**src/rtl/little_boss_pkg.sv**
```systemverilog
// rtl/little_boss_pkg.sv - shared constants and types for the little-boss sprite RAM path
// Contents: sprite geometry, RAM address/color widths, transparent key color,
//           pixel_t (24-bit RGB) and coord_t (6-bit sprite coordinate).
package little_boss_pkg;

  localparam int SPR_W     = 41;
  localparam int SPR_H     = 41;
  localparam int SPR_DEPTH = SPR_W * SPR_H;
  localparam int ADDR_W    = 19;
  localparam int COLOR_W   = 24;

  localparam logic [COLOR_W-1:0] KEY_COLOR = 24'hFF00FF;

  typedef logic [COLOR_W-1:0] pixel_t;
  typedef logic [5:0]         coord_t;

endpackage

```
**src/rtl/rr_arbiter.sv**
```systemverilog
// rtl/rr_arbiter.sv - combinational round-robin grant selector
// Ports: req     - request vector
//        en      - when low no grant is issued
//        ptr     - index with highest priority this cycle
//        gnt     - one-hot grant
//        gnt_idx - index of the granted requester (0 when no grant)
module rr_arbiter #(
  parameter int N  = 4,
  parameter int IW = (N > 1) ? $clog2(N) : 1
) (
  input  logic [N-1:0]  req,
  input  logic          en,
  input  logic [IW-1:0] ptr,
  output logic [N-1:0]  gnt,
  output logic [IW-1:0] gnt_idx
);

  // Scan from ptr upward, wrapping at N, and take the first request seen.
  always_comb begin
    int   j;
    logic found;
    gnt     = '0;
    gnt_idx = '0;
    found   = 1'b0;
    j       = 0;
    for (int k = 0; k < N; k++) begin
      j = int'(ptr) + k;
      if (j >= N) j = j - N;
      if (en && !found && req[j]) begin
        found   = 1'b1;
        gnt[j]  = 1'b1;
        gnt_idx = IW'(j);
      end
    end
  end

endmodule

```
**src/rtl/little_boss_fetch_arb.sv**
```systemverilog
// rtl/little_boss_fetch_arb.sv - round-robin read scheduler for the little-boss sprite RAM
// Ports: Clk, Reset_n (async, active-low)
//        req_valid/req_x/req_y/req_ready - per-requester read handshake (grant = ready)
//        wr_valid/wr_addr/wr_data        - loader write port, priority over reads
//        ram_*                           - combinational drive of the external RAM
//        ram_data_Out                    - RAM read data, one cycle after its address
//        rsp_valid/rsp_id/rsp_data/rsp_opaque - registered response, two cycles after grant
module little_boss_fetch_arb #(
  parameter int          N_REQ     = 4,
  parameter int          SPR_W     = little_boss_pkg::SPR_W,
  parameter int          SPR_H     = little_boss_pkg::SPR_H,
  parameter logic [23:0] KEY_COLOR = little_boss_pkg::KEY_COLOR,
  parameter int          ID_W      = $clog2(N_REQ)
) (
  input  logic                 Clk,
  input  logic                 Reset_n,
  input  logic [N_REQ-1:0]     req_valid,
  input  logic [N_REQ*6-1:0]   req_x,
  input  logic [N_REQ*6-1:0]   req_y,
  output logic [N_REQ-1:0]     req_ready,
  input  logic                 wr_valid,
  input  logic [10:0]          wr_addr,
  input  logic [23:0]          wr_data,
  output logic                 ram_we,
  output logic [18:0]          ram_write_address,
  output logic [23:0]          ram_data_In,
  output logic [18:0]          ram_read_address,
  input  logic [23:0]          ram_data_Out,
  output logic                 rsp_valid,
  output logic [ID_W-1:0]      rsp_id,
  output logic [23:0]          rsp_data,
  output logic                 rsp_opaque
);

  import little_boss_pkg::*;

  localparam int DEPTH = SPR_W * SPR_H;

  logic            wr_ok;
  logic [N_REQ-1:0] gnt;
  logic [ID_W-1:0] gnt_idx;
  logic            gnt_any;
  logic [ID_W-1:0] ptr;
  coord_t          sel_x;
  coord_t          sel_y;
  logic            in_range;
  logic [10:0]     rd_lin;

  logic            s1_valid;
  logic [ID_W-1:0] s1_id;
  logic            s1_in_range;

  // Loader writes beyond the sprite are ignored entirely so reads keep flowing.
  assign wr_ok             = wr_valid && (wr_addr < 11'(DEPTH));
  assign ram_we            = wr_ok;
  assign ram_write_address = ADDR_W'(wr_addr);
  assign ram_data_In       = wr_data;

  rr_arbiter #(
    .N  (N_REQ),
    .IW (ID_W)
  ) u_rr_arbiter (
    .req     (req_valid),
    .en      (!wr_ok),
    .ptr     (ptr),
    .gnt     (gnt),
    .gnt_idx (gnt_idx)
  );

  assign req_ready = gnt;
  assign gnt_any   = |gnt;

  always_comb begin
    sel_x = '0;
    sel_y = '0;
    for (int i = 0; i < N_REQ; i++) begin
      if (gnt[i]) begin
        sel_x = req_x[i*6 +: 6];
        sel_y = req_y[i*6 +: 6];
      end
    end
  end

  assign in_range = (sel_x < coord_t'(SPR_W)) && (sel_y < coord_t'(SPR_H));
  assign rd_lin   = 11'(sel_y) * 11'(SPR_W) + 11'(sel_x);

  // Out-of-range reads still occupy a slot; they park the RAM at address 0
  // and the response is forced to transparent black downstream.
  assign ram_read_address = (gnt_any && in_range) ? ADDR_W'(rd_lin) : '0;

  always_ff @(posedge Clk or negedge Reset_n) begin
    if (!Reset_n) begin
      ptr <= '0;
    end else if (gnt_any) begin
      ptr <= (gnt_idx == ID_W'(N_REQ - 1)) ? '0 : gnt_idx + 1'b1;
    end
  end

  // Stage 1: remember what was granted while the RAM performs the read.
  always_ff @(posedge Clk or negedge Reset_n) begin
    if (!Reset_n) begin
      s1_valid    <= 1'b0;
      s1_id       <= '0;
      s1_in_range <= 1'b0;
    end else begin
      s1_valid    <= gnt_any;
      s1_id       <= gnt_idx;
      s1_in_range <= in_range;
    end
  end

  // Stage 2: capture RAM data, mask out-of-range, classify transparency.
  always_ff @(posedge Clk or negedge Reset_n) begin
    if (!Reset_n) begin
      rsp_valid  <= 1'b0;
      rsp_id     <= '0;
      rsp_data   <= '0;
      rsp_opaque <= 1'b0;
    end else begin
      rsp_valid  <= s1_valid;
      rsp_id     <= s1_id;
      rsp_data   <= (s1_valid && s1_in_range) ? pixel_t'(ram_data_Out) : '0;
      rsp_opaque <= s1_valid && s1_in_range && (ram_data_Out != KEY_COLOR);
    end
  end

endmodule

```
**config.mk**
```make
export PLATFORM = sky130hd
export DESIGN_NAME = little_boss_fetch_arb
export DESIGN_NICKNAME = d
export VERILOG_FILES = /design/src/rtl/little_boss_pkg.sv /design/src/rtl/rr_arbiter.sv /design/src/rtl/little_boss_fetch_arb.sv
export SDC_FILE = /design/constraint.sdc
export NUM_CORES = 1
export LEC_CHECK = 0
export ABC_AREA = 1
export BUFFER_PORTS_ARGS = -buffer_cell sky130_fd_sc_hd__clkbuf_2
export CAP_MARGIN = 20
export CELL_PAD_IN_SITES_DETAIL_PLACEMENT = 0
export CELL_PAD_IN_SITES_GLOBAL_PLACEMENT = 2
export CORE_MARGIN = 4
export CORE_UTILIZATION = 23
export CTS_BUF_LIST = sky130_fd_sc_hd__clkbuf_8
export DETAILED_ROUTE_END_ITERATION = 8
export GPL_ROUTABILITY_DRIVEN = 0
export MAX_ROUTING_LAYER = met4
export PLACE_DENSITY = 0.84
export SLEW_MARGIN = 30
export SYNTH_ARGS = -nofsm -noshare
export SYNTH_HDL_FRONTEND = slang
export SYNTH_SLANG_ARGS = --single-unit
```
**constraint.sdc**
```tcl
create_clock -name Clk -period 6.61 [get_ports Clk]
set_input_delay 0.661 -clock Clk [delete_from_list [all_inputs] [get_ports Clk]]
set_output_delay 0.661 -clock Clk [all_outputs]
set_load 0.02 [all_outputs]
```
==> results of run 1 <==
-- worst reg2reg max path: cells and delay by family, from the launching register on --
family / cells / cell delay [ns]
compound gates: 3 / 0.66
flops: 1 / 0.46
simple gates: 12 / 1.48
buf+inv: 1 / 0.16
-- routing by layer --
layer  share of wire [%]  track usage, %
met5                   0               -
met4                 2.5            3.64
met3                 7.4            1.71
met2                  43            16.6
met1                  47            15.0
-- worst min-delay path by stage --
stage	startpoint	end	slack, ns
5_1_grt	s1_id[0]$_DFF_PN0_	rsp_id[0]$_DFF_PN0_	0.35
3_5_place_dp	s1_id[0]$_DFF_PN0_	rsp_id[0]$_DFF_PN0_	0.34
4_1_cts	s1_id[0]$_DFF_PN0_	rsp_id[0]$_DFF_PN0_	0.35
6_report	s1_id[0]$_DFF_PN0_	rsp_id[0]$_DFF_PN0_	0.35
2_1_floorplan	s1_id[0]$_DFF_PN0_	rsp_id[0]$_DFF_PN0_	0.33
3_3_place_gp	s1_id[0]$_DFF_PN0_	rsp_id[0]$_DFF_PN0_	0.33
-- flip-flops by register name, indices dropped and copies added (netlist names), named ones only --
register and cells:
ptr 1, rsp_data 24, rsp_id 2, rsp_opaque 1
rsp_valid 1, s1_id 2, s1_in_range 1, s1_valid 1
-- kinds of logic (layout without fill, tap and decap cells) --
group | after synthesis | in the layout | share of synthesized area, %
buf+inv | 129 | 230 | 20.7
compound gates | 56 | 56 | 9.45
xor+xnor | 10 | 10 | 2.44
flops | 34 | 34 | 23.7
fa+ha+maj | 44 | 44 | 15.8
simple gates | 203 | 205 | 27.8
other cells | 1 | 16 | 0.105
-- metrics by stage --
step                instance area, µm²  setup slack, ns  TNS (ns)  hold slack [ns]
floorplan                         3640            0.914         0            0.331
global placement                  4140            0.540         0            0.334
detailed placement                4140            0.380         0            0.338
CTS                               4230           0.0514         0            0.353
global route                      4370          -0.0292   -0.0292            0.355
finish                            4370            0.439         0            0.350
-- cell usage in the layout (no fill, tap or decap), types with 2 or more instances in the layout --
master    instances
inv_2             2
inv_1            62
ha_1             42
o21ai_0           5
conb_1           16
nor2_1           42
nand3_4           3
a21boi_0          2
a21oi_1          36
xnor2_1           7
nand3_2           5
nand2_2           2
nor2_2           16
buf_4             9
nor4_1            3
or2_2             2
o21ai_1           2
o21ai_4           2
a21boi_2          2
nand3_1          20
o21ai_2           2
dfrtp_2           2
nor2_4            3
dfrtp_1          32
fa_1              2
nand2_1          91
nand4_1          10
inv_4             3
clkbuf_8          6
clkbuf_2        145
nand2_4           4
xor2_1            3
-- cell type report --
class                      count  share of cell area [%]
multi-input combinational    331                    47.9
sequential                    34                    19.5
timing repair buffer         155                    18.6
tap                          211                    6.04
inverter                      67                    5.92
clock buffer                   6                    1.89
clock inverter                 2                   0.200
-- what timing repair did --
action                     in CTS  in global routing
setup endpoints to repair       0                  3
resized for setup               0                  7
setup buffers                   0                 11
==> impl_metrics.tcl, run 1 <==
set metrics [dict create \
    grt_pass1_vias 3315 \
    yosys.area.top_type_share_pct 23.7 \
    core_um2 15300 \
    fin_cells 806 \
    holdPathStages 0 \
    vias 3377 \
    drive_above_1_share_pct 36.0 \
    crit_cells 26 \
    critPathLaunchType "register" \
    synthFlopType "dfrtp_1" \
    drtAntennaViolNets 0 \
    run_status "complete, no violations" \
    cp-end-kind "output port" \
    wire_per_inst_um 12.5 \
    hold_viol 0 \
    die_w_um 133 \
    yosys.area.top_type "dfrtp_1" \
    yosysWarnings 0 \
    reg2reg_setup_slack_ns 3.74 \
    synth-seq-cells 34 \
    syn_area_um2 3590 \
    fp.dieArea_um2 17700 \
    hp-class "reg -> reg" \
    overflow 0 \
    multi_input_area_um2 2090 \
    avgViaCountPerCell 4.19 \
    clk-insertion-delay-late_ns 0.27 \
    rr_endpoint "s1_in_range$_DFF_PN0_" \
    period_needed_ns 6.17 \
    synth_area_leaders "dfrtp_1, ha_1, buf_4, nand2_1, inv_1" \
    start_util_pct 23.5 \
    finalSetupViolCount 0 \
    crit_family "adder cells" \
    avgSynthCellArea_um2 7.52 \
    final_util_pct 28.7 \
    die_y_um 133 \
    ios 209 \
    worstPathMaxFanout 13 \
    register_area_um2 853 \
    root_buffer "clkbuf_8" \
    critPathMaxStageDelay_ns 0.48 \
    numCtsBuffers 5 \
    cts_hold_buf 0 \
    first_iter_violations 125 \
    synth_most_common_cell "nand2_1" \
    crit_path_top_delay_cell "fa_1" \
    areaGrowthSynthToFinish_pct 21.9 \
    cts_buffer_depth 2 \
    critPathArrivalTime_ns 5.51 \
    nFillCells 1667 \
    antenna_found_initial 0 \
    rows 45 \
    synth_edf_count 0 \
    maxCapViolCount 0 \
    nNetsFinal 752 \
    yosysUniqueCellTypes 40 \
    drc_errors 0 \
    finalMaxSlewViolations 0 \
    place_hpwl_mm 8.17 \
    clock-sinks 34 \
    post-place-cells 785 \
    fin_crit_sh_pct 93.4 \
    htreeDepth 2 \
    cts_tree "done" \
    drt_first_pass_iters 5 \
    io_buffers 144 \
    finClkSkew_ns 0.00332 \
    track_usage_pct 11.0 \
    endpoint "ram_read_address[10]" \
    ys_top_cells_by_count "nand2_1, inv_1, buf_4" \
    antenna_cells 0 \
    seq_area_frac_synth_pct 23.7 \
    path_class "reg -> out" \
    required_ns 5.95 \
    worst_pin_slew_ns 0.811 \
    path_buf_inv 3 \
    syn_inst 477 \
    synth_async_sr_flop_share_pct 100 \
    wl_mm 10.1 \
    path_common_cell "ha_1" \
    fmax_mhz 162 \
    clk_pin_slew_ns 0.06 \
    grt_max_degree 35 \
    r2r_cells 16 \
    grt_pass1_wl_mm 15.9 \
    maxSlewHeadroom_pct 45.9 \
]
Power of run 1 is left out: the tool's default activity adds up to more than one toggle a clock period on the data nets, which glitch-free logic cannot reach.
==> run 2, diff against run 1 <==
- ABC_AREA: 1 -> unset
- CORE_UTILIZATION: 23 -> 24
- GPL_TIMING_DRIVEN: unset -> 0
==> run 2 against run 1 <==
Register-to-register slack got worse by 0.92 ns. Setup slack got worse by 0.22 ns. Hold slack got worse by 0.0035 ns. Via count increased by 2.0%. Critical path depth decreased by 3. First-iteration DRC count is 0.80% lower. Clock skew about the same. Non-clock buffer count up 106.
==> impl_metrics.tcl, run 2 <==
set metrics [dict create \
    critPathArrivalTime_ns 5.73 \
    clk_pin_slew_ns 0.06 \
    die_y_um 128 \
    worst_pin_slew_ns 0.814 \
    numCtsBuffers 5 \
    largest_reg_flops 24 \
    cts_tree "done" \
    final_area_um2 5150 \
    synth-seq-cells 34 \
    run_status "complete, no violations" \
    drt_first_pass_iters 4 \
    synthFlopType "dfrtp_1" \
    drive_above_1_share_pct 55.3 \
    period_needed_ns 6.39 \
    yosys.area.top_type "dfrtp_1" \
    hp-class "reg -> reg" \
    place_area_um2 4560 \
    avgViaCountPerCell 4.55 \
    path_common_cell "ha_1" \
    yosysWarnings 0 \
    antenna_cells 0 \
    layout_setup_ws_ns 0.219 \
    ys_top_cells_by_count "buf_4, ha_1, dfrtp_1" \
    top_regs "rsp_data x24, rsp_id x2, s1_id x2" \
    synth_area_leaders "dfrtp_1, ha_1, buf_4, and3_1, mux4_2" \
    cp_cell_sequence "buf_6 > clkinvlp_4 > ha_1 > buf_6 > mux4_2 > nor4b_4 > nand3b_1 > o21ai_4 > buf_6 > a32oi_2 > a211oi_4 > ha_1 > ha_1 > ha_1 > fa_1 > ha_4 > a21oi_4 > o21ai_2 > a21o_1 > a21oi_2 > xnor3_1 > nor3_2 > buf_4" \
    wire_per_inst_um 14.9 \
    nNetsFinal 736 \
    reg2reg_setup_slack_ns 2.82 \
    grt_max_degree 35 \
    wl_mm 11.3 \
    io_buffers 166 \
    vias 3444 \
    maxSlewHeadroom_pct 45.7 \
    die_w_um 128 \
    rr_endpoint "s1_in_range$_DFF_PN0_" \
    syn_inst 366 \
    place_hpwl_mm 9.21 \
    syn_area_um2 3440 \
    fmax_mhz 156 \
    root_buffer "clkbuf_8" \
    clock-sinks 34 \
    antenna_found_initial 0 \
    final_util_pct 36.9 \
    yosys.area.top_type_share_pct 24.7 \
    seq_area_frac_synth_pct 24.7 \
    finClkSkew_ns 0.00338 \
    synth_async_sr_flop_share_pct 100 \
    synth_edf_count 0 \
    r2r_cells 17 \
    drc_errors 0 \
    worstPathMaxFanout 8 \
    grt_pass1_wl_mm 17.4 \
    hold_end "rsp_id[1]$_DFF_PN0_" \
    rows 43 \
    mostFrequentLayoutCells "clkbuf_2, buf_4, ha_1" \
    hold_viol 0 \
    cts_buffer_depth 2 \
    drtAntennaViolNets 0 \
    critPathLaunchType "register" \
    areaGrowthSynthToFinish_pct 49.6 \
    holdPathStages 0 \
    final_common_cell "clkbuf_2" \
    finalSetupViolCount 0 \
    cp-end-kind "output port" \
    synth_most_common_cell "buf_4" \
    grt_pass1_vias 3517 \
    path_class "reg -> out" \
    avgSynthCellArea_um2 9.40 \
    yosysUniqueCellTypes 56 \
    maxCapViolCount 0 \
    place_worst_setup_slack_ns -1.01 \
    cts_hold_buf 0 \
    htreeDepth 2 \
    first_iter_violations 124 \
    overflow 0 \
    clk-insertion-delay-late_ns 0.27 \
    critPathMaxStageDelay_ns 0.55 \
    regMostFlops "rsp_data" \
    finalMaxSlewViolations 0 \
    required_ns 5.95 \
    core_um2 13900 \
    hold_path_startpoint "s1_id[1]$_DFF_PN0_" \
    track_usage_pct 13.1 \
    crit_path_top_delay_cell "fa_1" \
    fp.dieArea_um2 16300 \
    start_util_pct 24.7 \
    fin_crit_sh_pct 96.7 \
    hold_slack_ns 0.347 \
    ios 209 \
]
## run 2: cell count changes after synthesis, moves of 14 or more
cell     previous run  this run
a21oi_1            36        14
and3_1              0        24
inv_1              61         9
nand2_1            91        13
nand3_1            23         4
nor2_1             42        21
nor2_2             16         0
nor3_1              0        14
## run 2: cell type report
cell class / count / area, µm²
Multi-Input combinational cell: 265 / 2370
Buffer: 70 / 548
Clock buffer: 6 / 82.6
Fill cell: 1446 / 8790
Tap cell: 180 / 225
Inverter: 11 / 53.8
Timing Repair Buffer: 191 / 1020
Sequential cell: 34 / 852
## run 2: routing by layer
| metal | vias up | part of all wire (%) | track usage [%] |
|---|---|---|---|
| met4 | 0 | 0.58 | 2.18 |
| li1 | 1695 | - | - |
| met5 | - | 0 | - |
| met1 | 1566 | 45 | 17.9 |
| met3 | 4 | 8.2 | 1.54 |
| met2 | 179 | 46 | 21.4 |
## run 2: metrics by stage
| stage | setup TNS, ns | instances |
|---|---|---|
| finish | 0 | 757 |
| global route | -0.0315 | 757 |
| CTS | 0 | 748 |
| detailed placement | -2.69 | 727 |
| global placement | -2.55 | 727 |
| floorplan | 0 | 381 |
## run 2: cell families after synthesis
| kind of cell | after synthesis | share of synthesized area, % |
|---|---|---|
| compound gates | 73 | 16.1 |
| xor+xnor | 12 | 3.45 |
| fa+ha+maj | 44 | 16.4 |
| buf+inv | 82 | 15.9 |
| flops | 34 | 24.7 |
| mux | 13 | 5.31 |
| other cells | 1 | 0.109 |
| simple gates | 107 | 18.0 |
## run 2: timing repair
item,4_1_cts,5_1_grt
pin swaps,10,13
cloned,0,1
endpoints found under the setup margin,7,2
gates resized for setup,39,26
buffers inserted,16,8
## run 2: worst max-delay path, delay by kind of cell (launching register included)
family	cells	cell delay [ns]
AOI/OAI and AO/OA	7	1.14
DFF	1	0.37
xor gates and xnor gates	1	0.25
and+or+nand+nor	3	0.70
buffers and inverters	5	0.69
adders and majority gates	6	1.92
muxes	1	0.40
## run 2: worst max path at each step
stage / from / endpoint / slack [ns] / depth (start not counted)
2_1_floorplan: register / ram_read_address[10] / 0.005 / 22
3_3_place_gp: register / ram_read_address[10] / -0.99 / 23
3_5_place_dp: register / ram_read_address[10] / -1.01 / 23
4_1_cts: ptr[1]$_DFFE_PN0P_ / ram_read_address[10] / 0.009 / 25
5_1_grt: register / ram_read_address[10] / -0.03 / 25
6_report: register / ram_read_address[10] / 0.22 / 23
Power of run 2 is left out for the same reason.
